`src/rtl/mem_arbiter_pkg.sv`:
```
// Shared types and constants for the byte-wide RAM arbiter.
package mem_arbiter_pkg;

  typedef enum logic [1:0] {
    ARB_IDLE,
    ARB_IF_RD,
    ARB_MEM_RD,
    ARB_MEM_WR
  } arb_state_e;

  localparam logic [1:0] MEM_BYTE = 2'b00;
  localparam logic [1:0] MEM_HALF = 2'b01;
  localparam logic [1:0] MEM_WORD = 2'b10;

  localparam int RAM_ADDR_W = 32;
  localparam int RAM_DATA_W = 8;

  localparam logic [2:0] IF_BYTES = 3'd4;

  // Code 2'b11 is treated as a full word.
  function automatic logic [2:0] byte_count(input logic [1:0] width);
    case (width)
      MEM_BYTE: return 3'd1;
      MEM_HALF: return 3'd2;
      default:  return 3'd4;
    endcase
  endfunction

endpackage

```
`src/rtl/mem_arbiter_byte_asm.sv`:
```
// Byte counter, little-endian word assembly buffer and store byte-select mux,
// shared by the read and write paths of mem_arbiter.
module mem_arbiter_byte_asm
  import mem_arbiter_pkg::*;
#(
  parameter int DATA_WIDTH = 32
) (
  input  logic                  clk,
  input  logic                  rst,
  input  logic                  start,
  input  logic                  advance,
  input  logic                  capture,
  input  logic [DATA_WIDTH-1:0] wdata,
  input  logic [RAM_DATA_W-1:0] din,
  output logic [2:0]            cnt,
  output logic [DATA_WIDTH-1:0] word,
  output logic [RAM_DATA_W-1:0] sel_byte
);

  logic [DATA_WIDTH-1:0] wbuf;
  logic [1:0]            slot;

  // Data seen in cycle c belongs to the address issued in cycle c-1, i.e. byte c-2.
  assign slot     = cnt[1:0] - 2'd2;
  assign sel_byte = wbuf[{cnt[1:0], 3'b000} +: RAM_DATA_W];

  always_ff @(posedge clk or negedge rst) begin
    if (!rst) begin
      cnt  <= '0;
      word <= '0;
      wbuf <= '0;
    end else if (start) begin
      cnt  <= 3'd1;
      word <= '0;
      wbuf <= wdata;
    end else begin
      if (advance) cnt <= cnt + 3'd1;
      if (capture) word[{slot, 3'b000} +: RAM_DATA_W] <= din;
    end
  end

endmodule

```
`src/rtl/mem_arbiter.sv`:
```
// Arbitrates IF and MEM requests onto a single byte-wide RAM port, serialising
// 1/2/4-byte accesses and returning one-cycle done pulses.
module mem_arbiter
  import mem_arbiter_pkg::*;
#(
  parameter int ADDR_WIDTH = 32,
  parameter int DATA_WIDTH = 32
) (
  input  logic                  clk,
  input  logic                  rst,
  input  logic                  rdy,
  input  logic                  flush_i,
  input  logic                  if_req_i,
  input  logic [ADDR_WIDTH-1:0] if_addr_i,
  output logic [DATA_WIDTH-1:0] if_inst_o,
  output logic                  if_done_o,
  input  logic                  mem_req_i,
  input  logic                  mem_we_i,
  input  logic [1:0]            mem_width_i,
  input  logic [ADDR_WIDTH-1:0] mem_addr_i,
  input  logic [DATA_WIDTH-1:0] mem_wdata_i,
  output logic [DATA_WIDTH-1:0] mem_rdata_o,
  output logic                  mem_done_o,
  output logic [ADDR_WIDTH-1:0] ram_a_o,
  output logic [RAM_DATA_W-1:0] ram_dout_o,
  output logic                  ram_wr_o,
  input  logic [RAM_DATA_W-1:0] ram_din_i
);

  localparam logic [ADDR_WIDTH-1:0] ADDR_STEP = ADDR_WIDTH'(1);

  arb_state_e            state;
  logic [ADDR_WIDTH-1:0] addr_q;
  logic [ADDR_WIDTH-1:0] prev_a;
  logic [2:0]            n_q;
  logic                  wr_q;
  logic [RAM_DATA_W-1:0] dout_q;
  logic                  if_done_q;
  logic                  mem_done_q;

  logic                  grant_if;
  logic                  grant_mem;
  logic                  rd_state;
  logic                  advance;
  logic                  capture;
  logic [2:0]            cnt;
  logic [DATA_WIDTH-1:0] word;
  logic [RAM_DATA_W-1:0] sel_byte;

  always_comb begin
    grant_if  = 1'b0;
    grant_mem = 1'b0;
    if (rdy && state == ARB_IDLE && !if_done_q && !mem_done_q) begin
      grant_mem = mem_req_i;
      grant_if  = if_req_i && !mem_req_i;
    end
  end

  assign rd_state = (state == ARB_IF_RD) || (state == ARB_MEM_RD);
  assign advance  = rdy && (state != ARB_IDLE);
  assign capture  = rdy && rd_state && (cnt >= 3'd2);

  mem_arbiter_byte_asm #(
    .DATA_WIDTH(DATA_WIDTH)
  ) u_byte_asm (
    .clk      (clk),
    .rst      (rst),
    .start    (grant_if || grant_mem),
    .advance  (advance),
    .capture  (capture),
    .wdata    (mem_wdata_i),
    .din      (ram_din_i),
    .cnt      (cnt),
    .word     (word),
    .sel_byte (sel_byte)
  );

  always_ff @(posedge clk or negedge rst) begin
    if (!rst) begin
      state      <= ARB_IDLE;
      addr_q     <= '0;
      prev_a     <= '0;
      n_q        <= '0;
      wr_q       <= 1'b0;
      dout_q     <= '0;
      if_done_q  <= 1'b0;
      mem_done_q <= 1'b0;
    end else if (rdy) begin
      if_done_q  <= 1'b0;
      mem_done_q <= 1'b0;
      prev_a     <= addr_q;
      unique case (state)
        ARB_IDLE: begin
          if (grant_mem) begin
            addr_q <= mem_addr_i;
            prev_a <= mem_addr_i;
            n_q    <= byte_count(mem_width_i);
            if (mem_we_i) begin
              state  <= ARB_MEM_WR;
              wr_q   <= 1'b1;
              dout_q <= mem_wdata_i[RAM_DATA_W-1:0];
            end else begin
              state  <= ARB_MEM_RD;
            end
          end else if (grant_if) begin
            addr_q <= if_addr_i;
            prev_a <= if_addr_i;
            n_q    <= IF_BYTES;
            state  <= ARB_IF_RD;
          end
        end
        ARB_IF_RD, ARB_MEM_RD: begin
          if (state == ARB_IF_RD && flush_i) begin
            state <= ARB_IDLE;
          end else if (cnt == n_q + 3'd1) begin
            state <= ARB_IDLE;
            if (state == ARB_IF_RD) if_done_q  <= 1'b1;
            else                    mem_done_q <= 1'b1;
          end else if (cnt < n_q) begin
            addr_q <= addr_q + ADDR_STEP;
          end
        end
        ARB_MEM_WR: begin
          if (cnt == n_q) begin
            state      <= ARB_IDLE;
            wr_q       <= 1'b0;
            dout_q     <= '0;
            mem_done_q <= 1'b1;
          end else begin
            addr_q <= addr_q + ADDR_STEP;
            dout_q <= sel_byte;
          end
        end
      endcase
    end
  end

  // While paused mid-read, re-present the address whose byte is still to be
  // captured so ram_din_i carries that byte when rdy returns.
  assign ram_a_o     = (rd_state && !rdy) ? prev_a : addr_q;
  assign ram_wr_o    = wr_q && rdy;
  assign ram_dout_o  = dout_q;
  assign if_done_o   = if_done_q && rdy;
  assign mem_done_o  = mem_done_q && rdy;
  assign if_inst_o   = word;
  assign mem_rdata_o = word;

endmodule

```
`config.mk`:
```
export PLATFORM = sky130hd
export DESIGN_NAME = mem_arbiter
export DESIGN_NICKNAME = d
export VERILOG_FILES = /design/src/rtl/mem_arbiter_pkg.sv /design/src/rtl/mem_arbiter_byte_asm.sv /design/src/rtl/mem_arbiter.sv
export SDC_FILE = /design/constraint.sdc
export NUM_CORES = 1
export LEC_CHECK = 0
export CAP_MARGIN = 10
export CELL_PAD_IN_SITES_DETAIL_PLACEMENT = 0
export CELL_PAD_IN_SITES_GLOBAL_PLACEMENT = 2
export CORE_MARGIN = 1.5
export CORE_UTILIZATION = 33
export CTS_BUF_LIST = sky130_fd_sc_hd__clkbuf_8
export CTS_CLUSTER_SIZE = 14
export DETAILED_ROUTE_END_ITERATION = 7
export GPL_TIMING_DRIVEN = 0
export PLACE_DENSITY = 0.85
export SLEW_MARGIN = 20
export SYNTH_ARGS = -nofsm -noshare
export SYNTH_HDL_FRONTEND = slang
export SYNTH_SLANG_ARGS = --single-unit
```
`constraint.sdc`:
```
create_clock -name clk -period 4.7 [get_ports clk]
set_clock_uncertainty 0.05 [all_clocks]
set_input_delay 0.47 -clock clk [delete_from_list [all_inputs] [get_ports clk]]
set_output_delay 0.47 -clock clk [all_outputs]
set_load 0.01 [all_outputs]
```
==> results_dict.tcl <==
set metrics [dict create \
    tightest_slew_ns 1.11 \
    dp_hpwl_mm 21.9 \
    grt_max_degree 78 \
    cts_tree "yes" \
    yosysMostFrequentCell "dfrtp_1" \
    power.leakage_nw 4.78 \
    clk_path_buf_depth 2 \
    synth_ff_type "dfrtp_1" \
    endpoint_kind "primary output" \
    yosysSeqAreaShare 0.444 \
    setup_ws_ns 0.675 \
    finalWirelength_mm 30.2 \
    cts_resized 0 \
    clk_latency_ns 0.47 \
    grtUsageTotal 0.236 \
    drt_pass1_iterations 5 \
    syn_avg_cell_area_um2 9.36 \
    status "finished, final reports clean" \
    hp-class "reg2reg" \
    drt_iter0_drc 676 \
    syn_area_um2 8280 \
    rows 57 \
    yosys.area.top_type_share 0.444 \
    ys_warn_count 0 \
    final_area_um2 11300 \
    ant_nets 0 \
    grt_pass1_vias 7764 \
    antenna_found_initial 0 \
    worst-r2r-cell-count 9 \
    synth_nets 1010 \
    placed_cells 1427 \
    relSlewSlack 0.252 \
    setup_viol 0 \
    synth-edff-count 0 \
    whs_path_depth 2 \
    place.gp.congestion 0.878 \
    rsz0062_at_grt "false" \
    worstPathArrival_ns 3.50 \
    syn_inst 884 \
    finalHoldViolCount 0 \
    vias 7834 \
    period_minus_slack_ns 4.02 \
    power_mw 6.97 \
    max_freq_mhz 248 \
    post-place-ws_ns 1.21 \
    powerDensity_nw_per_um2 617 \
    tns_ns 0 \
    grt_pass1_wl_mm 46.6 \
    post-route-util 0.462 \
    pin_count 220 \
    crit_slowest_cell "clkbuf_1" \
    clk_pin_slew_ns 0.10 \
    cts_sinks 147 \
    numCtsBuffers 17 \
    nNetsFinal 1249 \
    htreeDepth 4 \
    cts_root_buf "clkbuf_8" \
    ys_top_cells_by_area "dfrtp_1, nand2_1, a21oi_1" \
    crit_chain "inv_1, ha_1, inv_1, nor2_1, clkbuf_1, mux2_2, clkdlybuf4s50_1" \
    io_buffers 218 \
    die_w_um 161 \
    drcViolationCount 0 \
    drive_gt1_frac 0.123 \
    num_antenna_cells 0 \
    dieArea_um2 26000 \
    worstSetupStartpointType "register" \
    whs_ns 0.432 \
    grt_overflow_total 0 \
    cp.required_ns 4.18 \
    post_drt_wl_per_cell_um 20.7 \
    start_util 0.338 \
    synthArstFlopShare 1.00 \
    path_class "reg2out" \
    postPlaceCellArea_um2 10900 \
    synth-seq-cells 147 \
    vias_per_cell 5.37 \
    post_cts_buffers 0 \
    ys_types 68 \
    yosys.area.top_type "dfrtp_1" \
    drv_cap 0 \
    max_stage_delay_ns 0.65 \
    die_h_um 161 \
    coreArea_um2 24500 \
    finalCritPeriodShare 0.856 \
    irDropWorstVdd_uv 206 \
    area_growth_pct 36.6 \
    crit_path_frequent_cell "inv_1" \
    finalMaxSlewViolations 0 \
    cp_max_fo 10 \
    synthTopCellsByCount "dfrtp_1, nand2_1, nor2_1, a21oi_1, clkbuf_1" \
    layoutNonFillerInstCount 1460 \
]
path summary, 6_finish.rpt:
kind	startpoint	end	slack, ns
worst min register to register	u_byte_asm.wbuf[11]	u_byte_asm.wbuf[11]	0.43
worst max register to register	u_byte_asm.cnt[0]	addr_q[5]	1.53
min in group asynchronous	rst	u_byte_asm.wbuf[31]	0.47
worst max-delay path	state[0]	ram_a_o[21]	0.68
worst min-delay path	u_byte_asm.wbuf[11]	u_byte_asm.wbuf[11]	0.43
max in group asynchronous	rst	addr_q[10]	3.31
what timing repair did:
| item | CTS | global route |
|---|---|---|
| setup endpoints to repair | 0 | 0 |
| hold buffers | 1 | 0 |
| endpoints found under the hold margin | 70 | 0 |
layer usage:
metal / GRT usage / vias to the layer above / wire, um
met1: 0.344 / 3863 / 13900
met3: 0.0398 / 28 / 1920
met2: 0.362 / 282 / 13900
li1: - / 3661 / -
met4: 0.0589 / 0 / 486
met5: 0 / - / 0
logic make-up (layout without fill, tap and decap cells):
| family | count (synthesis) | after routing | synth area share |
|---|---|---|---|
| xor gates and xnor gates | 4 | 4 | 0.00590 |
| and+or+nand+nor | 330 | 330 | 0.192 |
| muxes | 46 | 46 | 0.0727 |
| DFF | 147 | 147 | 0.444 |
| AOI/OAI and AO/OA | 230 | 230 | 0.190 |
| buffers and inverters | 114 | 366 | 0.0754 |
| adders and majority gates | 13 | 13 | 0.0197 |
sequential cells by signal, indices dropped and copies added (netlist names):
register	count
state	2
n_q	3
if_done_q	1
addr_q	32
u_byte_asm.word	32
u_byte_asm.cnt	3
u_byte_asm.wbuf	32
prev_a	32
wr_q	1
ram_dout_o	8
mem_done_q	1
cells in the final DEF (no fill, tap or decap), drive strengths merged, types with 12 or more instances in the layout:
master and instances:
a21oi 81, mux2 33, o22a 14, a22oi 12
nand2 126, o21ai 25, nor2 83, a31oi 12
dfrtp 147, a221oi 27, inv 23, a22o 20
clkbuf 68, buf 50, nand3 24, and3 38
ha 13, clkdlybuf4s50 217
power breakdown:
| group | internal, mW | switching, mW | total [mW] |
|---|---|---|---|
| registers | 1.75 | 0.392 | 2.14 |
| clock network | 0.402 | 0.618 | 1.02 |
| logic | 1.77 | 2.04 | 3.81 |
| total | 3.92 | 3.05 | 6.97 |
layout make-up:
class,count,area (um2)
Multi-Input combinational cell,623,3970
Inverter,15,56.3
Clock inverter,15,165
Fill cell,2389,13200
Sequential cell,147,3680
Timing Repair Buffer,220,2220
Tap cell,324,405
Clock buffer,17,234
Buffer,99,568
worst max-delay path: cells and delay by family, from the launching register on:
kind,cells,cell delay [ns]
simple gates,1,0.49
flops,1,0.39
mux,1,0.45
fa+ha+maj,1,0.40
buf+inv,4,1.30
(Power assumes the default switching activity.)
